==> config.mk <==
export PLATFORM = sky130hd
export DESIGN_NAME = fpu_mant_mul_seq
export DESIGN_NICKNAME = d
export VERILOG_FILES = /design/src/rtl/fpu_pkg.sv /design/src/rtl/fpu_mant_round.sv /design/src/rtl/fpu_mant_mul_seq.sv
export SDC_FILE = /design/constraint.sdc
export NUM_CORES = 1
export LEC_CHECK = 0
export BUFFER_PORTS_ARGS = -buffer_cell sky130_fd_sc_hd__buf_2
export CAP_MARGIN = 15
export CORE_MARGIN = 1.5
export CORE_UTILIZATION = 52
export DETAILED_ROUTE_END_ITERATION = 12
export GPL_TIMING_DRIVEN = 0
export PLACE_DENSITY = 0.81
export SLEW_MARGIN = 20
export SYNTH_ARGS = -nofsm -noshare
export SYNTH_HDL_FRONTEND = slang
export SYNTH_HIERARCHICAL = 1
export SYNTH_SLANG_ARGS = --single-unit
==> constraint.sdc <==
create_clock -name clk -period 2.4 [get_ports clk]
set_clock_uncertainty 0.05 [all_clocks]
set_input_delay 0.36 -clock clk [delete_from_list [all_inputs] [get_ports clk]]
set_output_delay 0.36 -clock clk [all_outputs]
set_load 0.05 [all_outputs]
==> src/rtl/fpu_pkg.sv <==
// Shared definitions for the FPU mantissa multiplier: FSM state type, default
// mantissa width and product-width derivation.
package fpu_pkg;

  localparam int unsigned MANT_W_DEFAULT = 11;

  typedef enum logic [1:0] {
    StIdle = 2'd0,
    StMul  = 2'd1,
    StDone = 2'd2
  } mul_state_e;

  function automatic int unsigned prod_width(input int unsigned mant_w);
    return 2 * mant_w;
  endfunction

endpackage

==> src/rtl/fpu_mant_round.sv <==
// Normalises a full mantissa product to MANT_W bits with round-to-nearest-even.
// Instantiated by fpu_mant_mul_seq only when FPU_MANT_MUL_ROUND_EN is defined.
module fpu_mant_round
  import fpu_pkg::*;
#(
  parameter int unsigned MANT_W = MANT_W_DEFAULT
) (
  input  logic [prod_width(MANT_W)-1:0] prod,
  input  logic                          valid,
  output logic [MANT_W-1:0]             rnd_mant,
  output logic                          norm_shift,
  output logic                          inexact
);

  localparam int unsigned PROD_W = prod_width(MANT_W);

  logic              top;
  logic [MANT_W-1:0] kept;
  logic              guard;
  logic              sticky;
  logic              round_up;
  logic [MANT_W:0]   sum;

  always_comb begin
    top = prod[PROD_W-1];
    if (top) begin
      kept   = prod[PROD_W-1:MANT_W];
      guard  = prod[MANT_W-1];
      sticky = |prod[MANT_W-2:0];
    end else begin
      kept   = prod[PROD_W-2:MANT_W-1];
      guard  = prod[MANT_W-2];
      sticky = |prod[MANT_W-3:0];
    end
    round_up = guard & (sticky | kept[0]);
    sum      = {1'b0, kept} + {{MANT_W{1'b0}}, round_up};

    rnd_mant   = '0;
    norm_shift = 1'b0;
    inexact    = 1'b0;
    if (valid) begin
      inexact = guard | sticky;
      // An all-ones mantissa rounding up renormalises to 1.000...
      if (sum[MANT_W]) begin
        rnd_mant   = {1'b1, {(MANT_W-1){1'b0}}};
        norm_shift = 1'b1;
      end else begin
        rnd_mant   = sum[MANT_W-1:0];
        norm_shift = top;
      end
    end
  end

endmodule

==> src/rtl/fpu_mant_mul_seq.sv <==
// Sequential radix-2 shift-add mantissa multiplier, one multiplier bit per cycle.
// Define FPU_MANT_MUL_ROUND_EN to add the rounded-mantissa outputs.
module fpu_mant_mul_seq
  import fpu_pkg::*;
#(
  parameter int unsigned MANT_W = MANT_W_DEFAULT
) (
  input  logic                          clk,
  input  logic                          reset,
  input  logic                          in_valid,
  output logic                          in_ready,
  input  logic [MANT_W-1:0]             a_mant,
  input  logic [MANT_W-1:0]             b_mant,
  output logic                          out_valid,
  input  logic                          out_ready,
  output logic [prod_width(MANT_W)-1:0] prod,
  output logic                          busy
`ifdef FPU_MANT_MUL_ROUND_EN
  ,
  output logic [MANT_W-1:0]             rnd_mant,
  output logic                          norm_shift,
  output logic                          inexact
`endif
);

  localparam int unsigned PROD_W = prod_width(MANT_W);
  localparam int unsigned CNT_W  = $clog2(MANT_W);
  localparam logic [CNT_W-1:0] LastBit = CNT_W'(MANT_W - 1);

  mul_state_e        state_q, state_d;
  logic [PROD_W-1:0] mcand_q, mcand_d;
  logic [MANT_W-1:0] mplier_q, mplier_d;
  logic [PROD_W-1:0] acc_q, acc_d;
  logic [CNT_W-1:0]  cnt_q, cnt_d;

  always_ff @(posedge clk) begin
    if (reset) begin
      state_q  <= StIdle;
      mcand_q  <= '0;
      mplier_q <= '0;
      acc_q    <= '0;
      cnt_q    <= '0;
    end else begin
      state_q  <= state_d;
      mcand_q  <= mcand_d;
      mplier_q <= mplier_d;
      acc_q    <= acc_d;
      cnt_q    <= cnt_d;
    end
  end

  always_comb begin
    state_d  = state_q;
    mcand_d  = mcand_q;
    mplier_d = mplier_q;
    acc_d    = acc_q;
    cnt_d    = cnt_q;
    case (state_q)
      StIdle: begin
        if (in_valid) begin
          mcand_d  = {{MANT_W{1'b0}}, a_mant};
          mplier_d = b_mant;
          acc_d    = '0;
          cnt_d    = '0;
          state_d  = StMul;
        end
      end
      StMul: begin
        // Multiplicand walks left while multiplier bits are consumed from the LSB.
        if (mplier_q[0]) begin
          acc_d = acc_q + mcand_q;
        end
        mcand_d  = mcand_q << 1;
        mplier_d = mplier_q >> 1;
        cnt_d    = cnt_q + CNT_W'(1);
        if (cnt_q == LastBit) begin
          cnt_d   = '0;
          state_d = StDone;
        end
      end
      StDone: begin
        if (out_ready) begin
          state_d = StIdle;
        end
      end
      default: state_d = StIdle;
    endcase
  end

  always_comb begin
    in_ready  = (state_q == StIdle);
    busy      = (state_q == StMul);
    out_valid = (state_q == StDone);
    prod      = out_valid ? acc_q : '0;
  end

`ifdef FPU_MANT_MUL_ROUND_EN
  fpu_mant_round #(
    .MANT_W(MANT_W)
  ) u_round (
    .prod      (prod),
    .valid     (out_valid),
    .rnd_mant  (rnd_mant),
    .norm_shift(norm_shift),
    .inexact   (inexact)
  );
`endif

endmodule

==> results.yml <==
power_and_ir_drop:
  netSwitchingFraction_pct: 25.9
  power_switching_uw: 632
  powerDensity_nw_per_um2: 568
  vdd_drop_max_mv: 0.506
  power_frac_comb_pct: 12.2
  clkPwrFrac_pct: 43.1
  p_leak_uw: 0.00177
  p_seq_share_pct: 44.7
  p_int_uw: 1810
timing:
  max_clock_freq_mhz: 409
  layout_setup_ws_ns: -0.0429
  slew_violations: 0
  fin_crit_ns: 2.44
  fin_hold_ws_ns: 0.225
  rsz0062_at_grt: "yes"
  tns_ns: -0.0539
  maxSlewHeadroom_pct: 63.9
  tightestPinTransition_ns: 0.541
  setup_viol: 2
  period_share_pct: 102
  hold_violations: 0
logic_synthesis:
  ys_ff_latch: 61
  ys_seq_area_share_pct: 34.2
  synth_fp_nets: 491
  synth_top_cell_by_area: "dfxtp_1"
  netlist_top_cells_area: "dfxtp_1 34%, ha_1 8.1%, nand2_1 6.9%"
  ys.flop_type: "dfxtp_1"
  synth_async_sr_flop_share_pct: 0
  synth_top_area_share_pct: 34.2
  synth_cell_type_count: 58
  syn_area_um2: 3570
  syn_area_per_cell_um2: 8.09
  syn_inst: 441
  synth-edff-count: 0
  synth_warnings: 6
clocking:
  clk_path_buf_depth: 2
  cts_root_buffer: "clkbuf_8"
  cts.sinks: 61
  worstSkewPairLatency_ns: 0.34
  htreeDepth: 3
  cts_hold_buf: 0
  numCtsBuffers: 9
  cts_tree: "done"
  path_clk_slew_ns: 0.07
critical_path:
  slowest_delay_ns: 0.41
  r2r_setup_slack_ns: -0.04
  cp_max_fo: 4
  cp-startpoint: "mcand_q[0]$_SDFFE_PP0P_"
  crit_path_end_kind: "flop"
  critical_path_class: "reg -> reg"
  required_ns: 2.57
  crit_end: "acc_q[16]$_SDFFE_PP0P_"
  crit_path_start_kind: "flop"
  crit_arrival_ns: 2.61
  path_cells: "ha_4 > inv_2 > fa_2 > nor2b_4 > o31a_1 > o32ai_4 > o21ai_4 > a311oi_2 > xor2_1 > o21ai_1"
  reg2reg_depth: 10
  r2r-start: "mcand_q[0]$_SDFFE_PP0P_"
  cp_slowest_cell: "o32ai_4"
  r2r_end: "acc_q[16]$_SDFFE_PP0P_"
route:
  routed_wl_um: 9200
  vias: 3463
  drt_first_pass_iters: 5
  postRouteAntennaNets: 0
  drt_first_iter_violations: 241
  post_drt_wl_per_cell_um: 15.6
  drc: 0
  via_per_inst: 5.87
global_routing:
  grt_pass1_vias: 3119
  grt_start_max_net_pins: 11
  grt.overflow.total: 0
  grt_pass1_wl_um: 14700
  grt.total_usage_pct: 25.8
  antenna_found_initial: 0
floorplanning:
  die-area_um2: 7370
  core-area_um2: 6720
  fp.dieW_um: 85.8
  start_util_pct: 53.1
  io_pins: 51
  fp-row-count: 30
  die_y_um: 85.8
status:
  status: "finished with violations"
  violations: "setup timing"
final_layout:
  drive_gt1_share_pct: 21.0
  area_growth_pct: 20.4
  diodes: 0
  final_cells: 590
  layout.nets: 555
  nFillCells: 578
  multi_input_area_um2: 2300
  final_area_um2: 4300
  seq_area_um2: 1230
min_path:
  hold_class: "in -> reg"
placed_design:
  routabilityCongestion: 0.957
  dp_hpwl_um: 6700
  dpl.cell_count: 571
  placed_cell_area_um2: 3920
  portBuffers: 50
flow_run:
  cap_viol_max_count: 0
## worst min path at each step
stage,cells after the start,startpoint,to,slack [ns]
6_report,3,a_mant[5],mcand_q[5]$_SDFFE_PP0P_,0.22
2_1_floorplan,2,acc_q[10]$_SDFFE_PP0P_,acc_q[10]$_SDFFE_PP0P_,0.39
3_5_place_dp,2,acc_q[15]$_SDFFE_PP0P_,acc_q[15]$_SDFFE_PP0P_,0.42
5_1_grt,3,a_mant[5],mcand_q[5]$_SDFFE_PP0P_,0.22
4_1_cts,3,a_mant[5],mcand_q[5]$_SDFFE_PP0P_,0.21
3_3_place_gp,2,mplier_q[3]$_SDFFE_PP0P_,mplier_q[2]$_SDFFE_PP0P_,0.41
## cells in the mapped netlist (3+ instances only)
cell,number
nand2_1,66
dfxtp_1,61
nor2_1,54
and2_1,26
ha_1,23
a21oi_1,22
a311oi_1,22
clkbuf_1,22
o21ai_0,22
a22oi_1,16
xnor2_1,13
inv_1,11
nand3_1,6
o21a_1,6
nor2b_1,5
a211oi_1,4
nand4_1,4
o21bai_1,4
a21o_1,3
buf_6,3
nor3b_1,3
xor2_1,3
## area by class of cell
cell class                 count  share of cell area [%]
buffer                        25                    2.77
tap                           80                    2.33
inverter                      12                    1.05
timing repair buffer          54                    6.52
clock inverter                 3                    1.57
multi-input combinational    342                    53.5
clock buffer                  13                    3.70
sequential                    61                    28.5
## flip-flops by register name, indices dropped and copies added (netlist names)
register	flops
state_q	2
cnt_q	4
mplier_q	11
acc_q	22
mcand_q	22
## what timing repair did
action                                  CTS  global route
pin swaps                                 9             9
endpoints found under the setup margin    6            34
hold endpoints to repair                  0             0
buffers inserted                          1             3
gates resized for setup                  15            18
## power groups by stage
stage	Clock (µW)	Combinational [µW]	Sequential, µW
2_1_floorplan	0	208	1100
3_3_place_gp	0	273	1110
3_5_place_dp	0	285	1110
4_1_cts	1060	290	1090
5_1_grt	1110	333	1100
6_report	1050	297	1090
## kinds of logic after synthesis
| group | share of synthesized area, % |
|---|---|
| AO/OA/AOI/OAI | 24.5 |
| AND/OR/NAND/NOR | 23.5 |
| XOR/XNOR | 3.93 |
| flip-flops | 34.2 |
| adder cells (fa/ha/maj) | 8.63 |
| multiplexers | 0.596 |
| buffers and inverters | 4.63 |
## through the flow
stage | total power, µW | setup WS, ns | utilization, %
finish | 2440 | -0.0429 | 63.9
global route | 2540 | -0.141 | 63.9
global placement | 1380 | -0.180 | 58.3
CTS | 2440 | -0.0834 | 62.7
detailed placement | 1390 | -0.235 | 58.3
floorplan | 1310 | 0.133 | -
## critical path: cells and delay by family, from the launching register on
kind            cells  cell delay (ns)
compound gates      5             1.24
fa+ha+maj           2             0.38
flops               1             0.36
xor+xnor            1             0.19
buf+inv             1             0.05
simple gates        1             0.05
## cells in the final DEF, fill, tap and decap left out, types with 3 or more instances in the layout
cell type,synthesis,routed
nor3b_1,3,3
a21oi_1,22,19
a21o_1,3,3
nor2_1,54,54
a211oi_1,4,3
a311oi_1,22,21
inv_1,11,10
nand3_1,6,6
a22oi_1,16,16
and2_1,26,26
buf_2,0,50
buf_4,0,4
o21bai_1,4,4
nand2_1,66,66
clkbuf_8,0,11
ha_1,23,19
clkbuf_1,22,21
o21a_1,6,6
buf_6,3,3
o21ai_1,1,3
nand4_1,4,4
ha_4,0,3
o21ai_0,22,18
dfxtp_1,61,59
xnor2_1,13,13
xor2_1,3,3
nor2b_1,5,3
## routing by layer
metal  up-vias  track usage, %  wire (µm)
met3        19            4.81        550
met4         0            10.4        220
met5         -               0          0
met1      1646            34.1       4120
li1       1697               -          -
met2       101            41.5       4310
Note: power is estimated with default switching activity, not from simulation.
